==> src/rtl/clk_period_monitor.sv <==
// clk_period_monitor
//   Measures the rise-to-rise period of mon_clk in clk_in cycles. mon_clk is
//   treated as data: it is synchronised, edge-detected and counted on clk_in.
//
// Ports
//   clk_in       in   single clock, posedge
//   rst          in   synchronous active-high reset
//   mon_clk      in   signal under measurement (never used as a clock)
//   start        in   one-cycle request to measure; only honoured in IDLE
//   cont         in   keep re-measuring after each result
//   period       out  last measured period, held until the next result
//   period_valid out  one-cycle pulse when period updates
//   busy         out  high while arming or measuring
//   timeout      out  one-cycle pulse when no rise arrived within TIMEOUT cycles
//   mismatch     out  one-cycle pulse alongside period_valid when out of tolerance
//
// Build option: PERIOD_CHECK_EN enables the EXP_PERIOD +/- TOL comparator;
// without it mismatch is constant 0.

module clk_period_monitor #(
  parameter int unsigned CNT_W       = 16,
  parameter int unsigned SYNC_STAGES = 2,
  parameter int unsigned TIMEOUT     = 1000,
  parameter int unsigned EXP_PERIOD  = 4,
  parameter int unsigned TOL         = 0
) (
  input  logic             clk_in,
  input  logic             rst,
  input  logic             mon_clk,
  input  logic             start,
  input  logic             cont,
  output logic [CNT_W-1:0] period,
  output logic             period_valid,
  output logic             busy,
  output logic             timeout,
  output logic             mismatch
);

  typedef enum logic [1:0] {
    IDLE    = 2'd0,
    ARM     = 2'd1,
    MEASURE = 2'd2
  } state_t;

  localparam logic [CNT_W-1:0] TIMEOUT_C = CNT_W'(TIMEOUT);
  localparam logic [CNT_W-1:0] CNT_ONE   = CNT_W'(1);

  if (SYNC_STAGES < 2) begin : g_bad_sync
    $error("SYNC_STAGES must be at least 2");
  end
  if (64'(TIMEOUT) >= (64'd1 << CNT_W) ||
      64'(EXP_PERIOD) >= (64'd1 << CNT_W) ||
      64'(TOL) >= (64'd1 << CNT_W)) begin : g_bad_range
    $error("TIMEOUT, EXP_PERIOD and TOL must fit in CNT_W bits");
  end

  logic [SYNC_STAGES-1:0] sync_q;
  logic                   prev_q;
  logic                   rise;

  state_t           state, state_nx;
  logic [CNT_W-1:0] cnt, cnt_nx;
  logic             load_period;
  logic             timeout_nx;

  assign rise = sync_q[SYNC_STAGES-1] & ~prev_q;
  assign busy = (state != IDLE);

  always_ff @(posedge clk_in) begin
    if (rst) begin
      sync_q <= '0;
      prev_q <= 1'b0;
    end else begin
      sync_q <= {sync_q[SYNC_STAGES-2:0], mon_clk};
      prev_q <= sync_q[SYNC_STAGES-1];
    end
  end

  // A rise takes priority over the timeout check in both waiting states.
  always_comb begin
    state_nx    = state;
    cnt_nx      = cnt;
    load_period = 1'b0;
    timeout_nx  = 1'b0;
    unique case (state)
      IDLE: begin
        if (start) begin
          state_nx = ARM;
          cnt_nx   = '0;
        end
      end
      ARM: begin
        if (rise) begin
          state_nx = MEASURE;
          cnt_nx   = CNT_ONE;
        end else if (cnt == TIMEOUT_C) begin
          state_nx   = IDLE;
          timeout_nx = 1'b1;
        end else begin
          cnt_nx = cnt + CNT_ONE;
        end
      end
      MEASURE: begin
        if (rise) begin
          load_period = 1'b1;
          cnt_nx      = CNT_ONE;
          state_nx    = cont ? MEASURE : IDLE;
        end else if (cnt == TIMEOUT_C) begin
          state_nx   = IDLE;
          timeout_nx = 1'b1;
        end else begin
          cnt_nx = cnt + CNT_ONE;
        end
      end
      default: state_nx = IDLE;
    endcase
  end

  always_ff @(posedge clk_in) begin
    if (rst) begin
      state        <= IDLE;
      cnt          <= '0;
      period       <= '0;
      period_valid <= 1'b0;
      timeout      <= 1'b0;
    end else begin
      state        <= state_nx;
      cnt          <= cnt_nx;
      period_valid <= load_period;
      timeout      <= timeout_nx;
      if (load_period) begin
        period <= cnt;
      end
    end
  end

`ifdef PERIOD_CHECK_EN
  // One extra bit so the absolute difference never wraps.
  logic [CNT_W:0] meas_x;
  logic [CNT_W:0] exp_x;
  logic [CNT_W:0] diff;

  assign meas_x = {1'b0, cnt};
  assign exp_x  = (CNT_W+1)'(EXP_PERIOD);
  assign diff   = (meas_x >= exp_x) ? (meas_x - exp_x) : (exp_x - meas_x);

  always_ff @(posedge clk_in) begin
    if (rst) begin
      mismatch <= 1'b0;
    end else begin
      mismatch <= load_period && (diff > (CNT_W+1)'(TOL));
    end
  end
`else
  assign mismatch = 1'b0;
`endif

endmodule

==> config.mk <==
export PLATFORM = sky130hd
export DESIGN_NAME = clk_period_monitor
export DESIGN_NICKNAME = d
export VERILOG_FILES = /design/src/rtl/clk_period_monitor.sv
export SDC_FILE = /design/constraint.sdc
export NUM_CORES = 1
export LEC_CHECK = 0
export ABC_CLOCK_PERIOD_IN_PS = 3470
export CAP_MARGIN = 5
export CORE_MARGIN = 1.5
export CORE_UTILIZATION = 55
export DETAILED_ROUTE_END_ITERATION = 8
export PLACE_DENSITY_LB_ADDON = 0.3
export SLEW_MARGIN = 20
export SYNTH_ARGS = -nofsm -noshare
export SYNTH_HDL_FRONTEND = slang
export SYNTH_SLANG_ARGS = --single-unit
==> constraint.sdc <==
create_clock -name clk_in -period 3.47 [get_ports clk_in]
set_clock_uncertainty 0.1 [all_clocks]
set_input_delay 0.347 -clock clk_in [delete_from_list [all_inputs] [get_ports clk_in]]
set_output_delay 0.347 -clock clk_in [all_outputs]
set_load 0.1 [all_outputs]
==> impl_metrics.json, run 1 <==
{
  "yosys_warnings": 0,
  "clock_sinks": 39,
  "wirelength_um": 3615,
  "track_usage_pct": 23.28,
  "cts_hold_buffers": 0,
  "ant_nets": 0,
  "fillers": 247,
  "cp.required_ns": 3.66,
  "cts_tree": "yes",
  "antenna_found_initial": 0,
  "multi_input_area_um2": 859.6,
  "die_area_mm2": 0.003473,
  "regArea_um2": 780.7,
  "r2r_slack_ns": 1.10,
  "worstPathMaxFanout": 9,
  "timing_hold_violations_final": 0,
  "ir_drop_v": 0.0003137,
  "crit_chain": "inv_1 -> ha_1 -> and2b_2 -> nor2_2 -> o21ai_4 -> or4_2 -> a21oi_1",
  "leakage_nw": 0.7110,
  "drive_gt1_share_pct": 10.18,
  "yosysTopAreaCell": "dfxtp_1",
  "critPathKind": "flip-flop to flip-flop",
  "p_per_area_mw_per_mm2": 441.9,
  "synth_ff_type": "dfxtp_1",
  "fin_crit_ns": 2.373,
  "placeableCoreArea_mm2": 0.003003,
  "rows": 20,
  "final_common_cell": "nand2_1",
  "worstHoldPathType": "flip-flop to flip-flop",
  "cp-endpoint": "cnt[10]$_SDFFE_PP0P_",
  "outcome": "finished clean",
  "drt_iter0_markers": 46,
  "r2r_end": "cnt[10]$_SDFFE_PP0P_",
  "clk_latency_ns": 0.35,
  "synth.avg_cell_area_um2": 8.517,
  "grt_pass1_vias": 1350,
  "post_cts_resized": 0,
  "final_cell_mix": "nand2_1 (40), dfxtp_1 (39), clkdlybuf4s50_1 (22), a21oi_1 (21), nor2_1 (20)",
  "grt_first_pass_wirelength_um": 5934,
  "ys_ff_latch": 39,
  "fin_cells": 259,
  "cts_buffers": 5,
  "rsz0062_at_grt": "no",
  "die_h_um": 58.93,
  "final_nets": 236,
  "cts_buffer_depth": 2,
  "path_clk_slew_ns": 0.11,
  "async_flop_share_pct": 0,
  "place.port_buffers": 23,
  "whs_ns": 0.3562,
  "diodes": 0,
  "overflow": 0,
  "fin_crit_sh_pct": 68.38,
  "max_cap_viol_count": 0,
  "place_congestion": 0.8822,
  "cp_slowest_stage_delay_ns": 0.58,
  "synth_edf_count": 0,
  "slowest_stage": "or4_2",
  "setup_viol": 0,
  "firstDrtPassIters": 4,
  "wl_per_cell_um": 13.96,
  "start_kind": "flip-flop",
  "dp_hpwl_um": 2670,
  "start_util_pct": 57.29,
  "synthesis.area_mm2": 0.001720,
  "num_vias": 1464,
  "synth_nets": 213,
  "area_delta_synth_final_pct": 18.84,
  "ys_seq_area_share_pct": 45.38,
  "yosysTopAreaCellShare_pct": 45.38,
  "postSynthCellCount": 202,
  "drv_slew": 0,
  "ios": 25,
  "r2r_cells": 7,
  "cts_root_buf": "clkbuf_4",
  "endpoint_kind": "flip-flop",
  "max-slew-margin-rel_pct": 34.73,
  "crit_start": "state[0]$_SDFFE_PP0P_",
  "arrival_ns": 2.56,
  "htreeDepth": 2,
  "synth_cell_types": 39,
  "reg2reg_from": "state[0]$_SDFFE_PP0P_",
  "tightest_slew_ns": 0.9760,
  "postCtsSetupBuffers": 0,
  "synth_area_leaders": "dfxtp_1 (45%), nand2_1 (8.7%), a21oi_1 (6.1%), ha_1 (4.4%), nor2_1 (4.4%)",
  "die-width_um": 58.93,
  "final.setup.tns_ns": 0,
  "fmax_mhz": 421.5,
  "grt_max_degree": 27,
  "drcViolationCount": 0,
  "placed_cells": 251,
  "via_per_inst": 5.653
}
## worst min-delay path by stage
stage / depth (start not counted) / to / startpoint / slack (ns)
after floorplan: 1 / sync_q[1]$_SDFF_PP0_ / sync_q[0]$_SDFF_PP0_ / 0.31
after global placement: 1 / sync_q[1]$_SDFF_PP0_ / sync_q[0]$_SDFF_PP0_ / 0.32
after detailed placement: 1 / sync_q[1]$_SDFF_PP0_ / sync_q[0]$_SDFF_PP0_ / 0.34
after CTS: 1 / sync_q[1]$_SDFF_PP0_ / sync_q[0]$_SDFF_PP0_ / 0.36
after global routing: 1 / sync_q[1]$_SDFF_PP0_ / sync_q[0]$_SDFF_PP0_ / 0.37
final: 1 / sync_q[1]$_SDFF_PP0_ / sync_q[0]$_SDFF_PP0_ / 0.36
## power by group
| group | total, mW | internal [mW] | switching (mW) | leakage, nW |
|---|---|---|---|---|
| Combinational | 0.0757 | 0.0246 | 0.0511 | 0.344 |
| Clock | 0.372 | 0.225 | 0.147 | 0.0525 |
| Sequential | 0.456 | 0.452 | 0.00422 | 0.315 |
| Total | 0.904 | 0.701 | 0.202 | 0.711 |
## kinds of logic (layout without fill, tap and decap cells)
kind of cell	count (synthesis)	after routing	synth area share, %
XOR/XNOR	11	11	5.600
AND/OR/NAND/NOR	99	99	28.58
flip-flops	39	39	45.38
AO/OA/AOI/OAI	30	30	10.33
buffers and inverters	15	39	4.655
other	1	1	0.2180
multiplexers	1	1	0.8725
adder cells (fa/ha/maj)	6	6	4.364
## cell usage after synthesis (2+ instances only)
| library cell | number |
|---|---|
| o21ai_0 | 2 |
| inv_1 | 7 |
| and3_1 | 3 |
| clkbuf_1 | 5 |
| ha_1 | 6 |
| nand2_1 | 40 |
| nor2b_1 | 3 |
| nor2_1 | 20 |
| dfxtp_1 | 39 |
| a21oi_1 | 21 |
| or4_2 | 3 |
| xor2_1 | 6 |
| and2b_2 | 2 |
| xnor2_1 | 5 |
| or4b_1 | 2 |
| nand4_1 | 4 |
| clkbuf_8 | 2 |
| or2_2 | 2 |
| o211ai_1 | 2 |
| nor3_1 | 4 |
| nand3_1 | 6 |
## sequential cells by signal (all words and copies together), names as in the netlist
name and flops:
cnt 16, period 16, period_valid 1, prev_q 1
state 2, sync_q 2, timeout 1
## per-stage QoR
step                      power [mW]  area (um2)  worst slack (ns)  utilization (%)
after floorplan               0.5261        1720             1.308                -
after global placement        0.5377        1943             1.109            64.71
after detailed placement      0.5416        1943             1.018            64.71
after CTS                     0.9064        2044             1.102            68.08
after global routing          0.9375        2044            0.9525            68.08
final                         0.9035        2044             1.097            68.08
## cell type report
cell class	count	area share (%)
Tap cell	33	2.020
Clock inverter	2	2.938
Timing Repair Buffer	24	11.51
Clock buffer	6	2.020
Inverter	7	1.285
Multi-Input combinational cell	148	42.04
Sequential cell	39	38.19
## critical path, delay by kind of cell, from the launching register on
family | cells | cell delay [ns]
buffers and inverters | 1 | 0.09
adders and majority gates | 1 | 0.23
DFF | 1 | 0.41
and+or+nand+nor | 3 | 1.15
AOI/OAI and AO/OA | 2 | 0.33
## routing by layer
metal  vias to the layer above  GRT usage [%]  share of wire, %
li1                        728              -                 -
met1                       697          27.84                44
met2                        34          39.68                50
met3                         5          7.473               4.3
met4                         0          7.143               1.2
met5                         -              0                 0
No activity file was read; power rests on OpenSTA's default activity.
==> run 2, diff against run 1 <==
--- a/config.mk
+++ b/config.mk
@@ -5,10 +5,10 @@
 export SDC_FILE = /design/constraint.sdc
 export NUM_CORES = 1
 export LEC_CHECK = 0
-export ABC_CLOCK_PERIOD_IN_PS = 3470
+export ABC_CLOCK_PERIOD_IN_PS = 2000
 export CAP_MARGIN = 5
 export CORE_MARGIN = 1.5
-export CORE_UTILIZATION = 55
+export CORE_UTILIZATION = 48
 export DETAILED_ROUTE_END_ITERATION = 8
 export PLACE_DENSITY_LB_ADDON = 0.3
 export SLEW_MARGIN = 20
==> constraint.sdc (replaced) <==
create_clock -name clk_in -period 2 [get_ports clk_in]
set_clock_uncertainty 0.1 [all_clocks]
set_input_delay 0.2 -clock clk_in [delete_from_list [all_inputs] [get_ports clk_in]]
set_output_delay 0.2 -clock clk_in [all_outputs]
set_load 0.1 [all_outputs]
==> impl_metrics.json, run 2 (synthesized netlist as in run 1, its figures left out) <==
{
  "drcViolationCount": 0,
  "place_congestion": 0.8621,
  "drive_gt1_share_pct": 31.01,
  "fin_crit_ns": 2.198,
  "place_area_mm2": 0.002163,
  "fillers": 297,
  "fin_crit_sh_pct": 109.9,
  "cts_buffers": 5,
  "worstPathBufferInverterCount": 0,
  "track_usage_pct": 21.64,
  "overflow": 0,
  "area_delta_synth_final_pct": 30.98,
  "place.port_buffers": 23,
  "timing_hold_violations_final": 0,
  "final_util_pct": 66.48,
  "htreeDepth": 2,
  "cts_hold_buffers": 0,
  "tightest_slew_ns": 0.5355,
  "outcome": "finished, violations left",
  "clk_latency_ns": 0.36,
  "wirelength_met1_um": 1789,
  "placed_cells": 294,
  "worstPathMaxFanout": 5,
  "leakage_nw": 0.9027,
  "p_per_area_mw_per_mm2": 609.5,
  "top_layer": "met4",
  "die_h_um": 62.87,
  "finalWorstSetupSlack_ns": -0.1977,
  "antenna_found_initial": 0,
  "switching_share_pct": 26.69,
  "wirelength_um": 3782,
  "cp.required_ns": 2.20,
  "rsz0062_at_grt": "yes",
  "drt_iter0_markers": 83,
  "total_power_mw": 1.374,
  "crit_chain": "or4b_4 -> or4_4 -> o21ai_4 -> mux2_4 -> nor2_1",
  "critPathTopFamily": "simple AND/OR/NAND/NOR gates",
  "max_cap_viol_count": 0,
  "cts_buffer_depth": 2,
  "critPathKind": "flip-flop to flip-flop",
  "die-width_um": 62.87,
  "grt_max_degree": 27,
  "wl_met2_um": 1722,
  "wl_per_cell_um": 12.44,
  "fin_cells": 304,
  "p_comb_share_pct": 13.9,
  "slowest_stage": "or4_4",
  "rows": 21,
  "path_clk_slew_ns": 0.12,
  "ios": 25,
  "ant_nets": 0,
  "via_per_inst": 5.069,
  "ir_drop_v": 0.0004269,
  "start_util_pct": 50.76,
  "cts_root_buf": "clkbuf_4",
  "final_common_cell": "buf_4",
  "setup_viol": 7,
  "cp_slowest_stage_delay_ns": 0.55,
  "num_vias": 1541,
  "netSwitchingPower_mw": 0.3666,
  "firstDrtPassIters": 4,
  "final_cell_mix": "buf_4 (50), nand2_1 (40), dfxtp_1 (35), a21oi_1 (21), nor2_1 (20)",
  "violations": "negative setup slack",
  "start_kind": "flip-flop",
  "final_nets": 268,
  "reg.largest.list": "cnt (16), period (16)",
  "fmax_mhz": 455.0,
  "arrival_ns": 2.40,
  "grt_pass1_vias": 1464,
  "dp_hpwl_um": 2758,
  "grt_first_pass_wirelength_um": 6665,
  "max-slew-margin-rel_pct": 64.21,
  "placeableCoreArea_mm2": 0.003390,
  "wl_met3_um": 174,
  "dpl_worst_slack_ns": -0.1965,
  "endpoint_kind": "flip-flop",
  "diodes": 0,
  "power_frac_seq_pct": 57.3,
  "drv_slew": 0,
  "clkPwrFrac_pct": 28.8,
  "internal_power_mw": 1.007,
  "worstHoldPathType": "primary input to flip-flop",
  "final_cell_area_mm2": 0.002253,
  "clock_sinks": 39,
  "cts_tree": "yes",
  "die_area_mm2": 0.003952
}
[run 2: cell types whose count changed in the layout (fill, tap and decap cells not counted), sizes merged]
cell,delta
clkinv,+1
buf,+50
bufinv,-2
clkbuf,+1
clkdlybuf4s50,-18
[run 2: stage by stage]
| stage | hold slack (ns) | setup TNS, ns |
|---|---|---|
| 2_1_floorplan | 0.2282 | -0.2949 |
| 3_3_place_gp | 0.3159 | -0.4589 |
| 3_5_place_dp | 0.3278 | -0.6976 |
| 4_1_cts | 0.2794 | -0.8095 |
| 5_1_grt | 0.2979 | -1.310 |
| 6_report | 0.2816 | -0.9434 |
[run 2: worst paths after layout]
kind                            depth (start not counted)  slack, ns                 start                   end
worst max register to register                          5      -0.20  cnt[12]$_SDFFE_PP0P_   cnt[0]$_SDFFE_PP0P_
worst min-delay path                                    2       0.28               mon_clk  sync_q[0]$_SDFF_PP0_
worst min register to register                          1       0.35  sync_q[0]$_SDFF_PP0_  sync_q[1]$_SDFF_PP0_
worst max-delay path                                    5      -0.20  cnt[12]$_SDFFE_PP0P_   cnt[0]$_SDFFE_PP0P_
[run 2: power groups by stage]
| stage | clock network (mW) | registers (mW) | logic [mW] |
|---|---|---|---|
| after detailed placement | 0 | 0.805 | 0.181 |
| after global routing | 0.433 | 0.788 | 0.209 |
| final | 0.395 | 0.787 | 0.192 |
| after global placement | 0 | 0.804 | 0.178 |
| after CTS | 0.399 | 0.787 | 0.188 |
| after floorplan | 0 | 0.807 | 0.109 |
[run 2: cell type report]
class                      count  area [um2]  share of cell area (%)
timing repair buffer          56       446.7                   19.82
clock buffer                   7       45.04                   1.999
multi-input combinational    148       887.1                   39.37
tap                           46       57.56                   2.554
sequential                    39       785.8                   34.87
inverter                       7       26.28                   1.166
clock inverter                 1       5.005                  0.2221
[run 2: timing repair]
action	CTS	global route
gates resized for setup	6	3
buffers inserted	1	1
pin swaps	1	1
setup endpoints to repair	7	7
[run 2: layer usage]
metal  track usage [%]  up-vias
met5                 0        -
met4             11.67        0
met3             4.685       12
met2             33.64       33
met1             27.88      708
li1                  -      788
==> edit 1: new RTL, settings of run 2 <==
The parameter `SYNC_STAGES` goes from 2 to 4.
--- a/src/rtl/clk_period_monitor.sv
+++ b/src/rtl/clk_period_monitor.sv
@@ -19,7 +19,7 @@
 
 module clk_period_monitor #(
   parameter int unsigned CNT_W       = 16,
-  parameter int unsigned SYNC_STAGES = 2,
+  parameter int unsigned SYNC_STAGES = 4,
   parameter int unsigned TIMEOUT     = 1000,
   parameter int unsigned EXP_PERIOD  = 4,
   parameter int unsigned TOL         = 0
Function: changed (Yosys sat finds a counterexample within 10 cycles, from zero or initial values and one cycle with rst high).
==> edit 1 against run 2 <==
The run still ends with negative setup slack left; sequential cell count increased by 2; area after synthesis increased by 6.5%; count of clock-buffer cells in the layout unchanged; critical path depth is 1 higher; largest power group unchanged; worst setup slack improved by 130 ps; final area rose by 11%; sequential share of layout area is 1.7 points lower; total power grew 24%; first-iteration DRC count is 110% higher; highest routed layer unchanged; wire length up 22%; critical path type unchanged.
==> edit 1: results (changes against run 2) <==
fraction of synthesized area in multiplexers 2.184% (+1.3 points); maximum vdd drop 498.7 uV (+17%); hold depth 1 (-1); GP Congestion 0.9479 (+10%); Largest delay share family, worst path simple AND/OR/NAND/NOR gates; wirelength, routed 4.628 mm (+22%); Tightest Hold Check Type register to register; Worst-path clk slew 70 ps (-50 ps); count of cell types in the netlist 37 (-5.1%); clock root buffer master clkbuf_8; GRT Total Usage 24.19% (+2.6 points); drt initial violations 171 (+110%); top cells by area, synth dfxtp_1 (45%), nand2_1 (8.4%), a21oi_1 (6.8%); most frequent cells after synthesis dfxtp_1 (41), nand2_1 (41), a21oi_1 (25), clkbuf_1 (10), inv_1 (9); complex-gate fraction of the synthesized area 13.99% (+3.7 points); PnR worst setup slack -62.99 ps (+134.7 ps); vias in the first global route 1636 (+12%); clock share of power 40.3% (+11 points); Avg Synthesized Cell Area 8.332 um2 (-2.2%); first-pass GRT wire length 7.610 mm (+14%); worst reg2reg setup slack -60 ps (+130 ps); via/cell ratio 5.531 (+9.1%); Finished Layout Cells 322 (+5.9%); grt met2 use 38.02% (+4.4 points); grt met1 use 30.57% (+2.7 points); largest registers cnt: 16 flops, period: 16 flops, sync_q: 4 flops; M3 GR Usage 7.986% (+3.3 points); Leak 0.9276 nW (+2.8%); Final #Nets 284 (+6.0%); proportion of layout cells with a drive suffix above 1 30.66% (-0.35 points); I/O Buffers 23 (unchanged); Worst path slowest cell or4b_4; failing checks negative setup slack; worst reg2reg startpoint state[1]; syn nets 231 (+8.5%); setup violators final 4 (-3); Post-Synth XOR/XNOR Area 1.911% (-3.7 points); switch share 23.22% (-3.5 points); initial antenna violation count 0 (unchanged); critical path arrival 2190 ps (-210 ps); reg-to-reg endpoint cnt[14]; Synthesis Warnings 0 (unchanged); post-synthesis sequential area ratio 44.78% (-0.60 points); R2R depth 6 (+1); Inst Count DP 311 (+5.8%); status finished with violations; hold path start sync_q[0]; critical-path maximum fanout 9 (+4); worst hold endpoint sync_q[1]; clk_lat worst skew 300 ps (-60 ps); largest net degree at the start of global routing 22 (-19%); Detail Placement HPWL 3.200 mm (+16%)
edit 1: cell count changes after synthesis, sizes merged, moves of 3 or more:
cell     before  now
nor2         21    8
nor4          0    6
xor2          6    0
a21oi        21   25
mux2i         0    4
nand3b        0    4
nor2b         3    7
o31ai         1    5
and3          3    0
clkbuf        7   10
o2111ai       0    3
edit 1: metal layers:
metal	routed length (um)	part of all wire, %
met1	2053	44
met2	2276	49
met3	207	4.5
met5	0	0
met4	90	1.9
edit 1: worst max path at each step:
stage	startpoint	to	slack (ps)	cells past startpoint
floorplan	state[1]	cnt[12]	-30	7
global placement	start	cnt[14]	-170	5
detailed placement	start	cnt[14]	-210	5
CTS	cnt[0]	cnt[1]	-10	6
global route	state[0]	cnt[14]	-130	6
finish	state[1]	cnt[14]	-60	6
edit 1: cell type report:
type | instances | area [um2]
tap | 48 | 60.06
multi-input combinational | 157 | 991.0
clock buffer | 7 | 86.33
sequential | 41 | 827.0
inverter | 9 | 33.78
timing repair buffer | 59 | 465.4
clock inverter | 1 | 30.03
fill | 302 | 1167
edit 1: timing repair:
| action | CTS | global route |
|---|---|---|
| pin swaps | 1 | 2 |
| cloned | 0 | 0 |
| gates resized for setup | 6 | 6 |
| endpoints found under the setup margin | 10 | 11 |
| setup buffers | 3 | 0 |
edit 1: metrics by stage:
step	instance area [um2]	hold WS, ps	worst slack, ps	total power [mW]	setup TNS, ps
floorplan	1874	228.2	-34.17	0.9545	-68.35
global placement	2307	321.0	-173.6	1.023	-1079
detailed placement	2307	327.1	-211.2	1.028	-1520
CTS	2461	357.2	-10.03	1.711	-32.54
global route	2494	353.4	-134.9	1.774	-561.6
finish	2494	353.4	-62.99	1.705	-165.2
==> edit 2: new RTL, flow settings as in run 2 <==
Without the edit above. The 3 states of `state_t` get a one-hot encoding in 3 bits.
--- a/src/rtl/clk_period_monitor.sv
+++ b/src/rtl/clk_period_monitor.sv
@@ -36,10 +36,10 @@
   output logic             mismatch
 );
 
-  typedef enum logic [1:0] {
-    IDLE    = 2'd0,
-    ARM     = 2'd1,
-    MEASURE = 2'd2
+  typedef enum logic [2:0] {
+    IDLE    = 3'b001,
+    ARM     = 3'b010,
+    MEASURE = 3'b100
   } state_t;
 
   localparam logic [CNT_W-1:0] TIMEOUT_C = CNT_W'(TIMEOUT);
Function: no difference found for any inputs over 10 cycles, from zero or initial values and one cycle with rst high; not proved beyond that.
==> edit 2 against run 2 <==
Final area increased by 5.8%; total power increased by 8.4%; worst setup slack improved by 250 ps; area after synthesis increased by 10%; sequential share of layout area decreased by 1.2 points; sequential cell count increased by 1; non-clock buffer count decreased by 6; wire length increased by 3.9%; critical endpoint unchanged; core utilization decreased by 2.8 points; count of clock-buffer cells in the layout increased by 1.
==> edit 2: results (changes against run 2) <==
status finished, final reports clean; non-clock inverter total of the final layout 6 (-1); Gate power share 9.2% (-4.7 points); bufs w/o clock 50 (-11%); first-pass GRT wire length 6.913 mm (+3.7%); Post-Synth XOR/XNOR Area 0.9223% (-4.7 points); M3 GR Usage 4.259% (-0.43 points); Inst Count DP 286 (-2.7%); fraction of synthesized area in multiplexers 11.33% (+10 points); routed len/inst 13.37 um (+7.5%); metal2 WL 1.710 mm (-0.70%); largest registers cnt: 16 flops, period: 16 flops, state: 3 flops; clk_lat worst skew 290 ps (-70 ps); post-cts repair resize count 0 (-6); grt met1 use 29.68% (+1.8 points); Leak 0.8751 nW (-3.1%); Detail Placement HPWL 2.932 mm (+6.3%); sequential cell power 0.807 mW (+3%); Area after DPL 2273 um2 (+5.1%); Setup Buffers After CTS 0 (-1); fill count 340 (+14%); Layout clock area frac 3.780% (+1.6 points); Worst-path clk slew 70 ps (-50 ps); Non-clock buffer share 16.69% (-3.1 points); Peak Freq 512.5 MHz (+13%); largest net degree at the start of global routing 20 (-26%); Final #Nets 252 (-6.0%); Tightest Hold Check Type register to register; fraction of area in multi-input gates 42.41% (+3.0 points)
==> edit 2: cell count changes in the layout (fill, tap and decap cells not counted), sizes merged, moves of 5 or more <==
cell / run 2 / this run
nand2: 40 / 9
mux2i: 0 / 20
a21oi: 21 / 9
a211oi: 0 / 6
buf: 52 / 46
o21ai: 3 / 9
xor2: 6 / 1
==> edit 2: final timing paths <==
| kind | endpoint | cells after the start | from |
|---|---|---|---|
| min | sync_q[1] | 1 | sync_q[0] |
| min reg2reg | sync_q[1] | 1 | sync_q[0] |
| max reg2reg | cnt[0] | 6 | cnt[0] |
| max | cnt[0] | 6 | cnt[0] |
==> edit 2: kinds of logic after synthesis <==
logic type | Yosys count
AOI/OAI and AO/OA | 40
xor gates and xnor gates | 2
adders and majority gates | 2
buffers and inverters | 18
DFF | 40
muxes | 21
other | 1
and+or+nand+nor | 76
==> edit 2: worst reg2reg max path: stages (launching register included) <==
cell and delay [ps]:
dfxtp_2 330, inv_2 70, ha_4 120, or3b_4 390
nor4_4 350, a21o_4 190, mux2_4 300
